[config.mk]
export PLATFORM = sky130hd
export DESIGN_NAME = medidor_echo
export DESIGN_NICKNAME = d
export VERILOG_FILES = /design/src/rtl/medidor_echo_pkg.sv /design/src/rtl/medidor_echo_contador_cm.sv /design/src/rtl/medidor_echo.sv
export SDC_FILE = /design/constraint.sdc
export NUM_CORES = 1
export LEC_CHECK = 0
export ABC_CLOCK_PERIOD_IN_PS = 2070
export CAP_MARGIN = 40
export CORE_ASPECT_RATIO = 2
export CORE_UTILIZATION = 40
export CTS_BUF_LIST = sky130_fd_sc_hd__clkbuf_8
export DETAILED_ROUTE_END_ITERATION = 7
export HOLD_SLACK_MARGIN = 0.15
export PLACE_DENSITY_LB_ADDON = 0.1
export SYNTH_ARGS = -nofsm -noshare
export SYNTH_HDL_FRONTEND = slang
export SYNTH_SLANG_ARGS = --single-unit
[constraint.sdc]
create_clock -name clock -period 2.07 [get_ports clock]
set_input_delay 0.414 -clock clock [delete_from_list [all_inputs] [get_ports clock]]
set_output_delay 0.414 -clock clock [all_outputs]
set_load 0.02 [all_outputs]
[src/rtl/medidor_echo_pkg.sv]
// Shared definitions for the ultrasonic ranging slice: state encodings and
// default timing constants reused by the display and serial stages.
package medidor_echo_pkg;

  localparam logic [3:0] INICIAL        = 4'd0;
  localparam logic [3:0] DISPARA        = 4'd1;
  localparam logic [3:0] ESPERA_TRIGGER = 4'd2;
  localparam logic [3:0] ESPERA_ECHO    = 4'd3;
  localparam logic [3:0] MEDE           = 4'd4;
  localparam logic [3:0] FINAL          = 4'd5;
  localparam logic [3:0] ERRO           = 4'd6;

  localparam int CICLOS_POR_CM_PADRAO  = 2941;
  localparam int TIMEOUT_CICLOS_PADRAO = 1250000;
  localparam int LARGURA_MEDIDA_PADRAO = 12;

  // Bits needed to hold values 0..maximo-1, never less than one.
  function automatic int largura_contador(input int maximo);
    return (maximo > 1) ? $clog2(maximo) : 1;
  endfunction

endpackage

[src/rtl/medidor_echo_contador_cm.sv]
// Echo-width to centimetre converter: a tick prescaler feeding a saturating
// cm counter, plus the half-centimetre rounded result.
module medidor_echo_contador_cm
  import medidor_echo_pkg::*;
#(
  parameter int CICLOS_POR_CM  = CICLOS_POR_CM_PADRAO,
  parameter int LARGURA_MEDIDA = LARGURA_MEDIDA_PADRAO
) (
  input  logic                      clock,
  input  logic                      reset,
  input  logic                      limpa,
  input  logic                      conta,
  output logic [LARGURA_MEDIDA-1:0] cm_arred
);

  localparam int TICK_W = largura_contador(CICLOS_POR_CM);
  localparam logic [TICK_W-1:0]         TICK_MAX  = TICK_W'(CICLOS_POR_CM - 1);
  localparam logic [TICK_W-1:0]         TICK_MEIO = TICK_W'(CICLOS_POR_CM / 2);
  localparam logic [LARGURA_MEDIDA-1:0] CM_MAX    = '1;

  logic [TICK_W-1:0]         tick_q, tick_d;
  logic [LARGURA_MEDIDA-1:0] cm_q, cm_d;

  function automatic logic [LARGURA_MEDIDA-1:0] inc_sat(input logic [LARGURA_MEDIDA-1:0] v);
    return (v == CM_MAX) ? v : v + LARGURA_MEDIDA'(1);
  endfunction

  // Next-count logic: clear wins over counting.
  always_comb begin
    tick_d = tick_q;
    cm_d   = cm_q;
    if (limpa) begin
      tick_d = '0;
      cm_d   = '0;
    end else if (conta) begin
      if (tick_q == TICK_MAX) begin
        tick_d = '0;
        cm_d   = inc_sat(cm_q);
      end else begin
        tick_d = tick_q + TICK_W'(1);
        cm_d   = cm_q;
      end
    end else begin
      tick_d = tick_q;
      cm_d   = cm_q;
    end
  end

  // Counter registers.
  always_ff @(posedge clock or negedge reset) begin
    if (!reset) begin
      tick_q <= '0;
      cm_q   <= '0;
    end else begin
      tick_q <= tick_d;
      cm_q   <= cm_d;
    end
  end

  assign cm_arred = (tick_q >= TICK_MEIO) ? inc_sat(cm_q) : cm_q;

endmodule

[src/rtl/medidor_echo.sv]
// Ultrasonic ranging controller: fires gerador_pulso, times the echo pulse
// and reports distance in cm, flagging a timeout when no echo completes.
module medidor_echo
  import medidor_echo_pkg::*;
#(
  parameter int CICLOS_POR_CM  = CICLOS_POR_CM_PADRAO,
  parameter int TIMEOUT_CICLOS = TIMEOUT_CICLOS_PADRAO,
  parameter int LARGURA_MEDIDA = LARGURA_MEDIDA_PADRAO
) (
  input  logic                      clock,
  input  logic                      reset,
  input  logic                      medir,
  input  logic                      pronto_pulso,
  input  logic                      echo,
  output logic                      gera,
  output logic [LARGURA_MEDIDA-1:0] medida,
  output logic                      pronto,
  output logic                      erro_timeout,
  output logic                      ocupado,
  output logic [3:0]                db_estado
);

  localparam int TO_W = largura_contador(TIMEOUT_CICLOS);
  localparam logic [TO_W-1:0] TO_MAX = TO_W'(TIMEOUT_CICLOS - 1);

  logic                      echo_m_q, echo_s_q, echo_d1_q;
  logic [3:0]                estado_q, estado_d;
  logic [TO_W-1:0]           to_q, to_d;
  logic                      gera_q, gera_d;
  logic                      pronto_q, pronto_d;
  logic                      erro_q, erro_d;
  logic                      ocupado_q, ocupado_d;
  logic [LARGURA_MEDIDA-1:0] medida_q, medida_d;
  logic                      limpa_cm, conta_cm;
  logic [LARGURA_MEDIDA-1:0] cm_arred;
  logic                      echo_sobe, echo_desce, to_fim;

  // Both edges are taken from the same synchronized copy, so width is preserved.
  assign echo_sobe  = echo_s_q & ~echo_d1_q;
  assign echo_desce = ~echo_s_q & echo_d1_q;
  assign to_fim     = (to_q == TO_MAX);

  // State transitions and timeout counter; timeout is tested before the echo fall.
  always_comb begin
    estado_d = estado_q;
    to_d     = to_q;
    limpa_cm = 1'b0;
    conta_cm = 1'b0;
    case (estado_q)
      INICIAL: begin
        if (medir) estado_d = DISPARA;
        else       estado_d = INICIAL;
      end
      DISPARA: estado_d = ESPERA_TRIGGER;
      ESPERA_TRIGGER: begin
        if (pronto_pulso) begin
          estado_d = ESPERA_ECHO;
          to_d     = '0;
        end else begin
          estado_d = ESPERA_TRIGGER;
        end
      end
      ESPERA_ECHO: begin
        to_d = to_q + TO_W'(1);
        if (to_fim) begin
          estado_d = ERRO;
        end else if (echo_sobe) begin
          estado_d = MEDE;
          limpa_cm = 1'b1;
        end else begin
          estado_d = ESPERA_ECHO;
        end
      end
      MEDE: begin
        to_d     = to_q + TO_W'(1);
        conta_cm = 1'b1;
        if (to_fim)          estado_d = ERRO;
        else if (echo_desce) estado_d = FINAL;
        else                 estado_d = MEDE;
      end
      FINAL:   estado_d = INICIAL;
      ERRO:    estado_d = INICIAL;
      default: estado_d = INICIAL;
    endcase
  end

  // Output register inputs; gera and ocupado follow the next state to align with it.
  always_comb begin
    gera_d    = (estado_d == DISPARA);
    pronto_d  = (estado_q == FINAL);
    ocupado_d = (estado_d != INICIAL);
    if (estado_q == FINAL) medida_d = cm_arred;
    else                   medida_d = medida_q;
    if (estado_d == ERRO)                     erro_d = 1'b1;
    else if ((estado_q == INICIAL) && medir)  erro_d = 1'b0;
    else                                      erro_d = erro_q;
  end

  // Echo synchronizer and its delayed copy for edge detection.
  always_ff @(posedge clock or negedge reset) begin
    if (!reset) begin
      echo_m_q  <= 1'b0;
      echo_s_q  <= 1'b0;
      echo_d1_q <= 1'b0;
    end else begin
      echo_m_q  <= echo;
      echo_s_q  <= echo_m_q;
      echo_d1_q <= echo_s_q;
    end
  end

  // FSM, timeout counter and registered outputs.
  always_ff @(posedge clock or negedge reset) begin
    if (!reset) begin
      estado_q  <= INICIAL;
      to_q      <= '0;
      gera_q    <= 1'b0;
      pronto_q  <= 1'b0;
      erro_q    <= 1'b0;
      ocupado_q <= 1'b0;
      medida_q  <= '0;
    end else begin
      estado_q  <= estado_d;
      to_q      <= to_d;
      gera_q    <= gera_d;
      pronto_q  <= pronto_d;
      erro_q    <= erro_d;
      ocupado_q <= ocupado_d;
      medida_q  <= medida_d;
    end
  end

  medidor_echo_contador_cm #(
    .CICLOS_POR_CM  (CICLOS_POR_CM),
    .LARGURA_MEDIDA (LARGURA_MEDIDA)
  ) u_contador_cm (
    .clock    (clock),
    .reset    (reset),
    .limpa    (limpa_cm),
    .conta    (conta_cm),
    .cm_arred (cm_arred)
  );

  assign gera         = gera_q;
  assign pronto       = pronto_q;
  assign erro_timeout = erro_q;
  assign ocupado      = ocupado_q;
  assign medida       = medida_q;
  assign db_estado    = estado_q;

endmodule

==> flow_metrics.py <==
metrics = {
    "clock_tree": {
        "cts_made_buffers": 9,
        "cts.sinks": 67,
        "htreeDepth": 3,
        "cts_tree": "yes",
        "clock_latency_ps": 350,
        "path_clk_slew_ps": 70,
        "root_buffer": "clkbuf_8",
        "clk_path_buf_depth": 2,
    },
    "yosys": {
        "ys_ff_latch": 67,
        "synth-xor-area-share_pct": 1.69,
        "synth-edff-count": 0,
        "syn_area_per_cell_um2": 9.14,
        "synthMuxAreaShare_pct": 1.69,
        "yosys_warnings": 0,
        "async_flop_share_pct": 100,
        "yosysUniqueCellTypes": 58,
        "synth_area_mm2": 0.00362,
        "synth-seq-area-share_pct": 46.3,
        "yosys.area.top_type": "dfrtp_1",
        "synth_compound_area_share_pct": 21.5,
        "synthCells": 396,
        "netlist_top_cells_area": "dfrtp_1 46%, nand2_1 5.3%, o21ai_0 5.1%, a21oi_1 4.7%, o31ai_1 3.1%",
        "yosys.area_share.adder_pct": 1.73,
        "synth_flop_cell": "dfrtp_1",
        "synth_top_family_by_area": "simple AND/OR/NAND/NOR gates",
        "synth_top_cell_area_share_pct": 46.3,
        "synth_nets": 406,
        "synthSimpleGateAreaFrac_pct": 23.3,
    },
    "grt": {
        "overflow": 0,
        "antenna_found_initial": 0,
        "track_usage_pct": 21.6,
        "grt_start_max_net_pins": 68,
        "grt_pass1_wl_mm": 15.9,
        "grt_pass1_vias": 3276,
    },
    "critical_path": {
        "crit_path_max_incr_delay_ps": 570,
        "start_kind": "flop",
        "arrival_ps": 2200,
        "critPathKind": "flop to flop",
        "end_kind": "flop",
        "worstPathRequired_ps": 2300,
        "path_cells": "nand2b_1 -> or4_1 -> o211ai_1 -> buf_2 -> xor2_1 -> nor2_1",
        "crit_fanout": 6,
        "crit_slowest_cell": "or4_1",
    },
    "detailed_routing": {
        "firstDrtPassIters": 4,
        "drtAntennaViolNets": 0,
        "vias": 3280,
        "wl_met1_mm": 3.63,
        "wl_met2_mm": 5.41,
        "drt_wl_total_mm": 9.53,
        "drc": 0,
        "routed-wl-met3_um": 183,
        "wl_per_cell_um": 16.6,
        "top_layer": "met4",
        "vias_per_cell": 5.72,
        "drt_iter0_markers": 204,
    },
    "layout": {
        "stdcell_area_mm2": 0.00463,
        "nets": 478,
        "drive_gt1_share_pct": 20.1,
        "area_growth_syn_to_layout_pct": 28.0,
        "final_core_util_pct": 53.2,
        "n_antenna_cell": 0,
        "fin_cells": 573,
    },
    "floorplanning": {
        "fp.dieW_um": 69.3,
        "row_count": 48,
        "core_area_mm2": 0.00871,
        "initial_core_util_pct": 41.6,
        "dieHeight_um": 137,
        "dieArea_mm2": 0.00946,
        "pin_count": 25,
    },
    "power_and_ir_drop": {
        "intPower_mw": 2.82,
        "comb_power_share_pct": 26.1,
        "power.leakage_nw": 1.95,
        "total_power_mw": 4.02,
        "power_density_mw_per_mm2": 867,
        "sequentialPowerShare_pct": 38.4,
        "sw_frac_of_total_pct": 29.9,
        "p_clk_share_pct": 35.5,
        "max-vdd-ir-drop_mv": 0.612,
        "p_sw_mw": 1.20,
    },
    "timing": {
        "tns_ps": 0,
        "fmax_ghz": 0.507,
        "final_max_slew_viol_count": 0,
        "fin_skew_ps": 5.67,
        "rsz0062_at_grt": "no",
        "setup_viol": 0,
        "min_period_over_period_pct": 95.4,
        "hold_viol_final": 0,
        "fin_crit_ps": 1970,
    },
    "place": {
        "post-place-cells": 554,
        "io_buffers": 23,
        "dpl.hpwl_mm": 6.95,
        "gp_routability_congestion": 0.869,
        "place_area_mm2": 0.00431,
    },
    "run_status": {
        "status": "completed",
    },
    "hold_path": {
        "min_path_type": "flop to flop",
    },
    "job": {
        "drv_cap": 0,
    },
}
flip-flops by register name (all words and copies together) (netlist names):
| signal | count |
|---|---|
| pronto | 1 |
| gera | 1 |
| ocupado | 1 |
| echo_m_q | 1 |
| to_q | 21 |
| u_contador_cm.cm_q | 12 |
| echo_s_q | 1 |
| db_estado | 3 |
| medida | 12 |
| u_contador_cm.tick_q | 12 |
| erro_timeout | 1 |
| echo_d1_q | 1 |
layout by cell type, fill, tap and decap left out, drive strengths merged, types with 7 or more instances in the layout:
cell           synthesis  routed
a21oi                 34      34
and2                   7       7
and3                   8       8
buf                    7      55
clkbuf                10       9
clkdlybuf4s50          0      22
dfrtp                 67      67
inv                   10      12
nand2                 51      51
nand3                 14      14
nand4                 11      11
nor2                  22      22
nor3                   8       8
o211ai                 8       8
o21ai                 38      38
o31ai                 15      15
cell type report:
type                            instances  area [um^2]
Tap cell                              100          125
Clock buffer                            9          124
Timing Repair Buffer                   78          663
Inverter                               10         37.5
Sequential cell                        67         1680
Clock inverter                          7          133
Multi-Input combinational cell        302         1870
Fill cell                             806         4070
Yosys cell counts (8+ instances only):
| master | count |
|---|---|
| o211ai_1 | 8 |
| o21ai_0 | 37 |
| o31ai_1 | 15 |
| dfrtp_1 | 67 |
| nor2_1 | 21 |
| nor3_1 | 8 |
| and3_1 | 8 |
| a21oi_1 | 34 |
| inv_1 | 10 |
| nand4_1 | 11 |
| nand3_1 | 14 |
| nand2_1 | 51 |
| clkbuf_1 | 10 |
final timing paths:
check / startpoint / endpoint / slack, ps / cells past startpoint
max in group asynchronous: reset / to_q[11]$_DFFE_PN0P_ / 1110 / 3
setup reg to reg: to_q[4]$_DFFE_PN0P_ / u_contador_cm.tick_q[3]$_DFFE_PN0P_ / 100 / 6
hold / removal: echo_m_q$_DFF_PN0_ / echo_s_q$_DFF_PN0_ / 360 / 0
setup / recovery: to_q[4]$_DFFE_PN0P_ / u_contador_cm.tick_q[3]$_DFFE_PN0P_ / 100 / 6
min in group asynchronous: reset / u_contador_cm.tick_q[9]$_DFFE_PN0P_ / 610 / 3
hold reg to reg: echo_m_q$_DFF_PN0_ / echo_s_q$_DFF_PN0_ / 360 / 0
critical path: cells and delay by family, from the launching register on:
family | cells | cell delay, ps
simple gates | 3 | 800
flops | 1 | 450
compound gates | 1 | 250
buf+inv | 1 | 210
xor+xnor | 1 | 150
metrics by stage:
step	hold slack (ps)	setup WS, ps
global route	367	9.40
detailed placement	345	12.4
CTS	362	36.3
global placement	336	8.82
finish	360	95.8
floorplan	118	4.07
power groups by stage:
| stage | Clock [mW] | Sequential, mW | Combinational, mW |
|---|---|---|---|
| after floorplan | 0 | 1.63 | 0.573 |
| after global placement | 0 | 1.56 | 1.05 |
| after detailed placement | 0 | 1.56 | 1.05 |
| after CTS | 1.46 | 1.54 | 1.06 |
| after global routing | 1.51 | 1.56 | 1.17 |
| final | 1.43 | 1.54 | 1.05 |
what timing repair did:
| item | 4_1_cts | 5_1_grt |
|---|---|---|
| pin swaps | 0 | 7 |
| resized for setup | 2 | 10 |
| gates cloned | 0 | 1 |
| endpoints found under the hold margin | 67 | 0 |
| endpoints found under the setup margin | 2 | 13 |
| hold buffers | 1 | 0 |
| setup buffers | 0 | 1 |
layer usage:
metal	global-route usage, %	up-vias
li1	-	1621
met1	22.4	1585
met2	40.7	51
met3	3.90	23
met4	11.3	0
met5	0	-
cells by family (layout without fill, tap and decap cells):
kind of cell | Yosys count | after routing
compound gates | 126 | 126
xor+xnor | 7 | 7
fa+ha+maj | 5 | 5
buf+inv | 27 | 104
flops | 67 | 67
mux | 6 | 6
other cells | 1 | 1
simple gates | 157 | 157
Note: power is estimated with default switching activity, not from simulation.
